<file path="src/rtl/ssd_scan_driver.sv">
// Time-multiplexed seven-segment driver with frame-boundary double buffering.
// Optional anode dead time at the start of each slot: define SSD_DEADTIME_EN.
module ssd_scan_driver #(
  parameter int unsigned DIGITS      = 4,
  parameter int unsigned REFRESH_DIV = 50000,
  parameter int unsigned DEAD_CYCLES = 16
) (
  input  logic                  clk,
  input  logic                  reset,
  input  logic [4*DIGITS-1:0]   value,
  input  logic [DIGITS-1:0]     dp_in,
  input  logic [DIGITS-1:0]     digit_en,
  input  logic                  load,
  output logic [DIGITS-1:0]     an,
  output logic [6:0]            seg,
  output logic                  dp,
  output logic                  frame_tick
);

  localparam int unsigned IW = (DIGITS > 1) ? $clog2(DIGITS) : 1;
  localparam int unsigned PW = $clog2(REFRESH_DIV);
  localparam logic [IW-1:0] LAST_IDX = IW'(DIGITS - 1);
  localparam logic [PW-1:0] LAST_CNT = PW'(REFRESH_DIV - 1);

`ifdef SSD_DEADTIME_EN
  localparam bit DEAD_EN = 1'b1;
`else
  localparam bit DEAD_EN = 1'b0;
`endif

  logic [PW-1:0]       presc_q, presc_d;
  logic [IW-1:0]       idx_q, idx_d;
  logic [4*DIGITS-1:0] pend_val_q, pend_val_d, disp_val_q, disp_val_d;
  logic [DIGITS-1:0]   pend_dp_q, pend_dp_d, disp_dp_q, disp_dp_d;
  logic                wrap_q;
  logic [DIGITS-1:0]   an_q, an_d;
  logic [6:0]          seg_q, seg_d;
  logic                dp_q, dp_d;
  logic                tick_q;
  logic                slot_end, frame_end, en_cur;
  logic [3:0]          nib;

  function automatic logic [6:0] hex7(input logic [3:0] h);
    logic [6:0] s;
    case (h)
      4'h0: s = 7'b0000001;
      4'h1: s = 7'b1001111;
      4'h2: s = 7'b0010010;
      4'h3: s = 7'b0000110;
      4'h4: s = 7'b1001100;
      4'h5: s = 7'b0100100;
      4'h6: s = 7'b0100000;
      4'h7: s = 7'b0001111;
      4'h8: s = 7'b0000000;
      4'h9: s = 7'b0000100;
      4'hA: s = 7'b0001000;
      4'hB: s = 7'b1100000;
      4'hC: s = 7'b0110001;
      4'hD: s = 7'b1000010;
      4'hE: s = 7'b0110000;
      default: s = 7'b0111000;
    endcase
    return s;
  endfunction

  always_comb begin
    slot_end  = (presc_q == LAST_CNT);
    frame_end = slot_end && (idx_q == LAST_IDX);
    presc_d   = slot_end ? '0 : presc_q + 1'b1;
    idx_d     = idx_q;
    if (slot_end) begin
      idx_d = (idx_q == LAST_IDX) ? '0 : idx_q + 1'b1;
    end
  end

  // A load landing on the frame boundary bypasses the pending stage.
  always_comb begin
    pend_val_d = pend_val_q;
    pend_dp_d  = pend_dp_q;
    disp_val_d = disp_val_q;
    disp_dp_d  = disp_dp_q;
    if (load) begin
      pend_val_d = value;
      pend_dp_d  = dp_in;
    end
    if (frame_end) begin
      disp_val_d = load ? value : pend_val_q;
      disp_dp_d  = load ? dp_in : pend_dp_q;
    end
  end

  always_comb begin
    nib    = disp_val_q[4*idx_q +: 4];
    en_cur = digit_en[idx_q];
    an_d   = en_cur ? ~(DIGITS'(1) << idx_q) : '1;
    // Constant-false in the default build, so the comparator folds away.
    if (DEAD_EN && (presc_q < PW'(DEAD_CYCLES))) begin
      an_d = '1;
    end
    seg_d = en_cur ? hex7(nib) : '1;
    dp_d  = ~(disp_dp_q[idx_q] & en_cur);
  end

  always_ff @(posedge clk) begin
    if (reset) begin
      presc_q    <= '0;
      idx_q      <= '0;
      pend_val_q <= '0;
      pend_dp_q  <= '0;
      disp_val_q <= '0;
      disp_dp_q  <= '0;
      wrap_q     <= 1'b0;
      an_q       <= '1;
      seg_q      <= '1;
      dp_q       <= 1'b1;
      tick_q     <= 1'b0;
    end else begin
      presc_q    <= presc_d;
      idx_q      <= idx_d;
      pend_val_q <= pend_val_d;
      pend_dp_q  <= pend_dp_d;
      disp_val_q <= disp_val_d;
      disp_dp_q  <= disp_dp_d;
      wrap_q     <= frame_end;
      an_q       <= an_d;
      seg_q      <= seg_d;
      dp_q       <= dp_d;
      tick_q     <= wrap_q;
    end
  end

  assign an         = an_q;
  assign seg        = seg_q;
  assign dp         = dp_q;
  assign frame_tick = tick_q;

endmodule
</file>
<file path="config.mk">
export PLATFORM = sky130hd
export DESIGN_NAME = ssd_scan_driver
export DESIGN_NICKNAME = d
export VERILOG_FILES = /design/src/rtl/ssd_scan_driver.sv
export SDC_FILE = /design/constraint.sdc
export NUM_CORES = 1
export LEC_CHECK = 0
export ABC_AREA = 0
export CORE_MARGIN = 3
export CORE_UTILIZATION = 55
export CTS_BUF_LIST = sky130_fd_sc_hd__clkbuf_2
export CTS_CLUSTER_DIAMETER = 100
export DETAILED_ROUTE_END_ITERATION = 10
export PLACE_DENSITY = 0.82
export SKIP_LAST_GASP = 1
export SLEW_MARGIN = 25
export SYNTH_ARGS = -nofsm -noshare
export SYNTH_HDL_FRONTEND = slang
export SYNTH_SLANG_ARGS = --single-unit
</file>
<file path="constraint.sdc">
create_clock -name clk -period 2.7 [get_ports clk]
set_clock_uncertainty 0.05 [all_clocks]
set_input_delay 0.405 -clock clk [delete_from_list [all_inputs] [get_ports clk]]
set_output_delay 0.405 -clock clk [all_outputs]
set_load 0.02 [all_outputs]
</file>
# After elaboration in Yosys (flattened, before gate mapping)
# Memory sizes are Yosys's and may differ from the RTL's. A register that Yosys moved wholly into a read port is not among the register bits.
# Cells that the tools add are included.
# word_totals
mem_bits_ro	112
mem_count	1
word_cells	32
input_bits	27
regBits	65
output_inout_bits	13
# classes
order_cmp	1
shift	2
eq_ne	2
n_bitwise	4
mux	7
n_addsub	2
reduce_logical	3
# mem_list
name	depth	word_bits	read_ports	rd_clocked_by_memory_dff	wr	line_no	text
(name not given)	16	7	1	1	0	45	case (h)
# ops
operator	count
16-bit by 1-bit adder with 16-bit output (second input constant)	1
16-bit equality test (second input constant)	1
16-bit two-way mux	1
16-bit by 5-bit indexed part select with 4-bit output	1
1-bit binary-select mux with 2-bit select	2
4-bit two-way mux	1
4-bit NOT	1
2-bit OR reduction	2
1-bit by 2-bit left shift with 4-bit output (first input constant)	1
2-bit by 3-bit less-than comparator with 1-bit output (second input constant)	1
2-bit by 1-bit adder with 2-bit output (second input constant)	1
2-bit equality test (second input constant)	1
1-bit two-way mux	2
2-bit two-way mux	1
1-bit NOT	2
1-bit bitwise AND	1
1-bit logical AND	1

# Longest topological paths before layout
# Gate-level depths: netlist of the first run.
# depth
word_depth	4
depth_mapped	9

# Worst setup path after synthesis of the first run
# No wires, ideal clock.
# synth_path
kind	register to register
from	reg idx_q[0]
to	reg seg_q[3], in the netlist seg[3]
arrival_ns	1.811
setup_slack_ns	0.707
path_stages_with_launch	7
cell_sequence	dfxtp_1 buf_6 mux4_1 ha_1 and2b_1 a211oi_1 o21ai_1
# synth_via
elab_chain_cells	4
word_cells_on_any_way	5
cone_classes	1 x shift; 2 x mux; 1 x bitwise; 1 x reduce/logical
# synth_lines
element	line_no	text
from (decl)	32	logic [IW-1:0] idx_q, idx_d;
from (signal assigned)	119	idx_q <= idx_d;
branches (longest 4 deep; another with 16-bit by 5-bit indexed part select with 4-bit output)	-	
to (decl)	37	logic [6:0] seg_q, seg_d;
# Several ways; the timed one is not identified. The select of a mux whose other input is x is not followed.
# A chain may end at the register's enable or synchronous reset.

# Worst setup path in the final report of the first run
# layout_path
from	reg idx_q[0]
to	reg seg_q[5], in the netlist seg[5]
# Same word-level chain as after synthesis.

==> flow_metrics.env, run 1 <==
export IMPL_core_area_mm2=0.00520
export IMPL_ant_nets=0
export IMPL_ir_drop_v=0.000264
export IMPL_fill_cells=415
export IMPL_design_die_area_mm2=0.00637
export IMPL_grt_overflow_total=0
export IMPL_die_y_um=79.8
export IMPL_numClockSinks=72
export IMPL_avgSynthCellArea_um2=11.0
export IMPL_syn_inst=272
export IMPL_vias=2044
export IMPL_layout_drive_gt1_share=0.115
export IMPL_max_cap_violations=0
export IMPL_syn_to_final_growth_pct=16.8
export IMPL_setup_tns_ps=0
export IMPL_track_usage=0.188
export IMPL_post_cts_buffers=0
export IMPL_fin_crit_ps=2230
export IMPL_grt_first_pass_wirelength_um=9180
export IMPL_hold_viol=0
export IMPL_drt_iter0_drc=94
export IMPL_dp_hpwl_um=3800
export IMPL_final_common_cell="dfxtp_1"
export IMPL_first_pass_iters=5
export IMPL_hold_class="reg2reg"
export IMPL_clk_latency_ps=490
export IMPL_dpl_worst_slack_ps=502
export IMPL_synthArstFlopShare=0
export IMPL_synth_top_area_frac=0.481
export IMPL_drc_errors=0
export IMPL_syn_num_nets=310
export IMPL_max_freq_mhz=449
export IMPL_synth_edf_count=0
export IMPL_initial_utilization=0.576
export IMPL_start_kind="register"
export IMPL_outcome="finished, final reports clean"
export IMPL_seq_area_frac_synth=0.481
export IMPL_critPathArrivalTime_ps=2530
export IMPL_yosys_area_top_type="dfxtp_1"
export IMPL_finalWeightedCongestion=0.854
export IMPL_port_buffers=39
export IMPL_rows=26
export IMPL_required_ps=3010
export IMPL_routed_via_density=5.32
export IMPL_ctsHoldBuffers=0
export IMPL_clkTransAtPathRegs_ps=190
export IMPL_cts_tree="built"
export IMPL_rsz0062_at_grt="no"
export IMPL_power_density_mw_per_mm2=517
export IMPL_cts_path_max_buffers=2
export IMPL_yosysWarnings=0
export IMPL_synth_area_mm2=0.00300
export IMPL_routedWlPerCell_um=14.0
export IMPL_ys_types=42
export IMPL_root_buffer="clkbuf_2"
export IMPL_tightest_slew_ps=709
export IMPL_slew_headroom=0.526
export IMPL_synth_area_leaders="dfxtp_1 (48%), mux2i_1 (7.7%), o22a_1 (4.7%)"
export IMPL_antenna_found_initial=0
export IMPL_die_x_um=79.8
export IMPL_synthFlopType="dfxtp_1"
export IMPL_final_cell_mix="dfxtp_1 (72), clkdlybuf4s50_1 (39), nor2_1 (29)"
export IMPL_ys_ff_latch=72
export IMPL_slew_viol_final=0
export IMPL_grt_max_degree=22
export IMPL_layout_nets=347
export IMPL_drt_wl_total_um=5390
export IMPL_n_antenna_cell=0
export IMPL_cts_made_buffers=9
export IMPL_h_tree_depth=3
export IMPL_critPathMaxFanout=5
export IMPL_p_total_w=0.00181
export IMPL_io_pins=40
export IMPL_finalCritPeriodShare=0.824
export IMPL_setup_ws_ps=474
export IMPL_ctsResizeCount=0
export IMPL_grt_pass1_vias=1978
export IMPL_end_kind="register"
export IMPL_setup_viol=0
export IMPL_p_leak_nw=1.42
export IMPL_crit_type="reg2reg"
-- critical path, stage by stage (launching register included) --
cell      delay [ps]
dfxtp_1          520
mux4_1           700
inv_1            170
ha_1             240
nor2_1           160
nand3b_1         140
o211ai_1         100
-- report_power, final --
group	total, W	switching (W)	internal [W]	leakage (nW)
registers	0.00110	0.00000879	0.00109	0.587
clock network	0.000573	0.000361	0.000213	0.0693
logic	0.000137	0.0000637	0.0000735	0.767
-- cells in the mapped netlist, drive strengths merged, types with 3 or more instances --
cell and n:
and4 4, nor2 39, nand3 6, nor2b 3, buf 13, clkbuf 6, inv 7, a211oi 6
a21oi 10, xor2 10, o21ai 4, ha 11, o221ai 4, o22a 16, dfxtp 72, nand4 4
nand2 10, mux4 6, mux2i 23
-- metal layers --
| metal | share of wire | global-route usage | vias up |
|---|---|---|---|
| met5 | 0 | 0 | - |
| met4 | 0.024 | 0.0912 | 0 |
| met3 | 0.041 | 0.0474 | 12 |
| met2 | 0.46 | 0.295 | 41 |
| met1 | 0.48 | 0.240 | 960 |
| li1 | - | - | 1031 |
-- through the flow --
step | cells | utilization | area [um2] | hold WS [ps]
final | 384 | 0.673 | 3500 | 413
after global routing | 384 | 0.673 | 3500 | 434
after CTS | 384 | 0.673 | 3500 | 417
after detailed placement | 368 | 0.652 | 3390 | 387
after global placement | 368 | 0.652 | 3390 | 375
after floorplan | 272 | - | 3000 | 364
-- cells by family (layout without fill, tap and decap cells) --
family / Yosys count / count (layout) / share of synthesized area
adders and majority gates: 11 / 11 / 0.0459
and+or+nand+nor: 80 / 80 / 0.155
AOI/OAI and AO/OA: 42 / 42 / 0.106
xor gates and xnor gates: 12 / 12 / 0.0351
muxes: 29 / 29 / 0.126
DFF: 72 / 72 / 0.481
buffers and inverters: 26 / 68 / 0.0518
-- final cells by class --
class	count	area, um2	share of cell area
Sequential cell	72	1440	0.412
Clock buffer	10	50.0	0.0143
Inverter	7	26.3	0.00750
Multi-Input combinational cell	174	1400	0.400
Timing Repair Buffer	45	435	0.124
Tap cell	70	87.6	0.0250
Clock inverter	6	60.1	0.0171
-- state kept, by name (all words and copies together), names as in the netlist, 2 cells and up --
register / flops
an: 4
disp_dp_q: 4
disp_val_q: 16
idx_q: 2
pend_dp_q: 4
pend_val_q: 16
presc_q: 16
seg: 7
-- final timing paths --
path | startpoint | to | slack [ps] | depth (start not counted)
worst max-delay path | idx_q[0] | seg[5] | 470 | 6
worst min-delay path | wrap_q | frame_tick | 410 | 1
worst max register to register | idx_q[0] | seg[5] | 470 | 6
worst min register to register | wrap_q | frame_tick | 410 | 1
(Power assumes the default switching activity.)
==> run 2: changes to the inputs <==
==> constraint.sdc (replaced) <==
create_clock -name clk -period 2.25 [get_ports clk]
set_clock_uncertainty 0.05 [all_clocks]
set_input_delay 0.3375 -clock clk [delete_from_list [all_inputs] [get_ports clk]]
set_output_delay 0.3375 -clock clk [all_outputs]
set_load 0.02 [all_outputs]
==> flow_metrics.env, run 2 (synthesized netlist as in run 1, its figures left out) <==
export IMPL_outcome="finished, final reports clean"
export IMPL_routedWlPerCell_um=14.0
export IMPL_cts_made_buffers=9
export IMPL_finalWeightedCongestion=0.920
export IMPL_required_ps=2540
export IMPL_grt_use_met2=0.308
export IMPL_io_pins=40
export IMPL_hold_class="in2reg"
export IMPL_die_x_um=79.8
export IMPL_clkTransAtPathRegs_ps=190
export IMPL_largestRegisters="disp_val_q x16, pend_val_q x16, presc_q x16"
export IMPL_start_kind="register"
export IMPL_use_met1=0.218
export IMPL_slew_headroom=0.499
export IMPL_fill_cells=412
export IMPL_r2r_slack_ps=150
export IMPL_final_cell_mix="dfxtp_1 (71), clkdlybuf4s50_1 (39), nor2_1 (29)"
export IMPL_slowest_stage="mux4_1"
export IMPL_cts_path_max_buffers=2
export IMPL_reg2reg_from="idx_q[0]"
export IMPL_post_cts_buffers=0
export IMPL_critPathArrivalTime_ps=2390
export IMPL_finalCritPeriodShare=0.932
export IMPL_syn_to_final_growth_pct=18.9
export IMPL_rows=26
export IMPL_drc_errors=0
export IMPL_clk_latency_ps=480
export IMPL_layout_drive_gt1_share=0.123
export IMPL_grt_overflow_total=0
export IMPL_hold_viol=0
export IMPL_register_area_mm2=0.00145
export IMPL_max_freq_mhz=477
export IMPL_r2r_end="seg[3]"
export IMPL_core_area_mm2=0.00520
export IMPL_min_to="pend_val_q[12]"
export IMPL_vias=2101
export IMPL_grt_first_pass_wirelength_um=9190
export IMPL_drt_wl_total_um=5430
export IMPL_path_cells="mux4_1 > ha_1 > and2b_1 > a211oi_1 > o21ai_1"
export IMPL_hold_depth=3
export IMPL_max_cap_violations=0
export IMPL_power_density_mw_per_mm2=641
export IMPL_design_die_area_mm2=0.00637
export IMPL_h_tree_depth=3
export IMPL_initial_utilization=0.576
export IMPL_critical_path_top_delay_family="multiplexers"
export IMPL_n_antenna_cell=0
export IMPL_numClockSinks=72
export IMPL_ir_drop_v=0.000447
export IMPL_multiInputGateArea_mm2=0.00140
export IMPL_die_y_um=79.8
export IMPL_crit_type="reg2reg"
export IMPL_setup_tns_ps=0
export IMPL_port_buffers=39
export IMPL_grt_max_degree=22
export IMPL_cts_tree="built"
export IMPL_end_kind="register"
export IMPL_grt_use_met3=0.0451
export IMPL_final_common_cell="dfxtp_1"
export IMPL_r2r_cells=5
export IMPL_setup_ws_ps=152
export IMPL_drt_iter0_drc=107
export IMPL_first_pass_iters=5
export IMPL_dpl_worst_slack_ps=41.2
export IMPL_setup_viol=0
export IMPL_crit_cells=5
export IMPL_routed_via_density=5.43
export IMPL_critPathMaxStageDelay_ps=660
export IMPL_ant_nets=0
export IMPL_root_buffer="clkbuf_2"
export IMPL_slew_viol_final=0
export IMPL_p_leak_nw=1.45
export IMPL_hp_start="value[12]"
export IMPL_layout_nets=350
export IMPL_rsz0062_at_grt="no"
export IMPL_antenna_found_initial=0
export IMPL_dp_hpwl_um=3940
export IMPL_track_usage=0.186
export IMPL_fin_crit_ps=2100
export IMPL_grt_pass1_vias=2041
export IMPL_top_usage_layer="met2"
export IMPL_timing_critical_path_buf_inv=0
export IMPL_critPathMaxFanout=6
export IMPL_tightest_slew_ps=749
[run 2: changes by cell type in the layout (fill, tap and decap cells not counted)]
cell / delta
clkinv_2: -2
clkinv_1: +1
bufinv_16: +1
dfxtp_1: -1
buf_4: +2
buf_12: +1
dfxtp_4: +1
[run 2: layout make-up]
| type | count | share of cell area |
|---|---|---|
| repair buffers | 48 | 0.132 |
| flip-flops and latches | 72 | 0.405 |
| multi-input cells | 174 | 0.393 |
| clock buffers | 10 | 0.0140 |
| well taps | 70 | 0.0246 |
| inverters | 7 | 0.00737 |
| clock inverters | 6 | 0.0235 |
[run 2: repair_timing]
| action | in CTS | in global routing |
|---|---|---|
| resized for setup | 0 | 2 |
| hold buffers | 0 | 0 |
| setup endpoints to repair | 0 | 3 |
[run 2: worst reg2reg max path, delay by kind of cell, from the launching register on]
kind	cells	cell delay, ps
AO/OA/AOI/OAI	2	320
adder cells (fa/ha/maj)	1	300
flip-flops	1	440
multiplexers	1	670
AND/OR/NAND/NOR	1	190
[run 2: routing by layer]
layer	up-vias	part of all wire
met5	-	0
met4	0	0.026
met3	13	0.042
met2	52	0.48
met1	985	0.45
li1	1051	-
[run 2: power breakdown]
group          internal [W]  switching (W)
combinational     0.0000906      0.0000753
sequential          0.00131      0.0000109
clock              0.000367       0.000434
total               0.00177       0.000520
[run 2: worst max-delay path by stage]
stage                     startpoint  endpoint  slack (ps)
after CTS                   idx_q[0]    seg[5]          10
after global routing        idx_q[0]    seg[5]          20
final                       idx_q[0]    seg[3]         150
after floorplan             idx_q[0]    seg[3]         260
after detailed placement    idx_q[0]    seg[5]          40
after global placement      idx_q[0]    seg[5]         160
[run 2: stage by stage]
step                      power (W)  hold WS (ps)  area [um2]  instances   util
after global placement      0.00151           383        3430        371  0.658
after CTS                   0.00230           396        3560        387  0.684
after global routing        0.00239           386        3560        387  0.685
after floorplan             0.00144           364        3000        272      -
final                       0.00229           413        3560        387  0.685
after detailed placement    0.00151           391        3430        371  0.658
==> run 3: changes to the inputs <==
--- a/config.mk
+++ b/config.mk
@@ -6,14 +6,15 @@
 export NUM_CORES = 1
 export LEC_CHECK = 0
 export ABC_AREA = 0
-export CORE_MARGIN = 3
+export CORE_MARGIN = 2
 export CORE_UTILIZATION = 55
 export CTS_BUF_LIST = sky130_fd_sc_hd__clkbuf_2
 export CTS_CLUSTER_DIAMETER = 100
 export DETAILED_ROUTE_END_ITERATION = 10
+export GPL_TIMING_DRIVEN = 0
 export PLACE_DENSITY = 0.82
 export SKIP_LAST_GASP = 1
-export SLEW_MARGIN = 25
+export SLEW_MARGIN = 20
 export SYNTH_ARGS = -nofsm -noshare
 export SYNTH_HDL_FRONTEND = slang
 export SYNTH_SLANG_ARGS = --single-unit
==> flow_metrics.env, run 3 (synthesized netlist as in run 1, its figures left out) <==
export IMPL_outcome="finished, final reports clean"
export IMPL_grt_first_pass_wirelength_um=8920
export IMPL_final_cell_mix="dfxtp_1 (72), clkdlybuf4s50_1 (38), nor2_1 (29)"
export IMPL_tightest_slew_ps=436
export IMPL_use_met1=0.243
export IMPL_drc_errors=0
export IMPL_first_pass_iters=4
export IMPL_slew_headroom=0.709
export IMPL_design_die_area_mm2=0.00606
export IMPL_setup_viol=0
export IMPL_finalCritPeriodShare=0.932
export IMPL_finalWeightedCongestion=0.912
export IMPL_core_area_mm2=0.00517
export IMPL_cts_made_buffers=9
export IMPL_dp_hpwl_um=3850
export IMPL_die_y_um=77.8
export IMPL_p_int_w=0.00176
export IMPL_clkTransAtPathRegs_ps=200
export IMPL_grt_use_met3=0.0349
export IMPL_slew_viol_final=0
export IMPL_routedWlPerCell_um=13.4
export IMPL_r2r_cells=7
export IMPL_drt_iter0_drc=93
export IMPL_power_density_mw_per_mm2=635
export IMPL_layout_drive_gt1_share=0.135
export IMPL_max_cap_violations=0
export IMPL_clk_latency_ps=490
export IMPL_root_buffer="clkbuf_2"
export IMPL_cts_tree="built"
export IMPL_ir_drop_v=0.000460
export IMPL_initial_utilization=0.580
export IMPL_critPathArrivalTime_ps=2410
export IMPL_antenna_found_initial=0
export IMPL_max_freq_mhz=477
export IMPL_required_ps=2560
export IMPL_die_x_um=77.8
export IMPL_end_kind="register"
export IMPL_grt_pass1_vias=1987
export IMPL_ctsHoldBuffers=0
export IMPL_port_buffers=38
export IMPL_hold_viol=0
export IMPL_io_pins=40
export IMPL_layout_nets=359
export IMPL_grt_overflow_total=0
export IMPL_p_clk_frac=0.348
export IMPL_start_kind="register"
export IMPL_numClockSinks=72
export IMPL_track_usage=0.190
export IMPL_power_frac_seq=0.578
export IMPL_rows=26
export IMPL_final_util=0.695
export IMPL_p_leak_nw=1.47
export IMPL_rsz0062_at_grt="no"
export IMPL_top_usage_layer="met2"
export IMPL_hold_depth=3
export IMPL_hold_class="in2reg"
export IMPL_setup_tns_ps=0
export IMPL_grt_use_met2=0.293
export IMPL_fin_crit_ps=2100
export IMPL_syn_to_final_growth_pct=19.9
export IMPL_ant_nets=0
export IMPL_vias=2091
export IMPL_grt_max_degree=13
export IMPL_n_antenna_cell=0
export IMPL_switching_share=0.230
export IMPL_final_common_cell="dfxtp_1"
export IMPL_fill_cells=392
export IMPL_p_switching_w=0.000525
export IMPL_largestRegisters="disp_val_q x16, pend_val_q x16, presc_q x16"
export IMPL_critPathMaxFanout=9
export IMPL_crit_type="reg2reg"
export IMPL_h_tree_depth=3
export IMPL_p_comb_frac=0.074
export IMPL_cts_path_max_buffers=2
export IMPL_drt_wl_total_um=5320
export IMPL_routed_via_density=5.28
run 3: cell types whose count changed in the layout (fill, tap and decap cells not counted):
cell,delta
clkinv_4,-1
clkbuf_1,+5
mux4_2,+1
dfxtp_4,-1
buf_4,-7
mux4_1,-1
clkinv_2,+3
clkinv_1,-1
buf_2,+6
clkdlybuf4s50_1,-1
buf_6,+4
buf_1,+1
dfxtp_1,+1
run 3: through the flow:
step / setup WS, ps / hold slack [ps] / std cells / power (W) / area [um2]
after detailed placement: 50.4 / 390 / 380 / 0.00151 / 3470
after global routing: 70.3 / 245 / 396 / 0.00236 / 3590
after floorplan: 257 / 364 / 272 / 0.00144 / 3000
after global placement: 51.6 / 382 / 380 / 0.00151 / 3470
after CTS: 47.8 / 228 / 396 / 0.00229 / 3600
final: 152 / 238 / 396 / 0.00228 / 3590
run 3: per-layer routing:
layer,up-vias,share of wire
met3,13,0.045
met2,52,0.46
met4,0,0.022
li1,1057,-
met5,-,0
met1,969,0.47
run 3: critical path, stage by stage, from the launching register on:
cell and delay [ps]:
dfxtp_1 410, buf_6 170, mux4_2 580, inv_1 170
ha_1 250, nor2_1 150, nand3b_1 120, o211ai_1 80
run 3: path summary, 6_finish.rpt:
| check | start | endpoint | slack, ps |
|---|---|---|---|
| max | idx_q[0] | seg[5] | 150 |
| min | load | pend_val_q[6] | 240 |
| max reg2reg | idx_q[0] | seg[5] | 150 |
| min reg2reg | wrap_q | frame_tick | 410 |
run 3: area by class of cell:
| cell class | count | area, um2 | area share |
|---|---|---|---|
| flip-flops and latches | 72 | 1440 | 0.401 |
| multi-input cells | 174 | 1400 | 0.389 |
| repair buffers | 38 | 380 | 0.106 |
| plain buffers | 19 | 130 | 0.0362 |
| well taps | 70 | 87.6 | 0.0244 |
| clock inverters | 7 | 86.3 | 0.0240 |
| clock buffers | 9 | 45.0 | 0.0125 |
| inverters | 7 | 26.3 | 0.00731 |
run 3: timing repair:
action / CTS / global route
resized for setup: 0 / 3
endpoints found under the setup margin: 0 / 2
buffers inserted: 0 / 0
run 3: power by group through the flow:
stage | clock [W] | combinational, W | sequential, W
5_1_grt | 0.000852 | 0.000184 | 0.00132
3_3_place_gp | 0 | 0.000167 | 0.00135
6_report | 0.000795 | 0.000169 | 0.00132
3_5_place_dp | 0 | 0.000169 | 0.00135
4_1_cts | 0.000805 | 0.000171 | 0.00132
2_1_floorplan | 0 | 0.0000849 | 0.00135
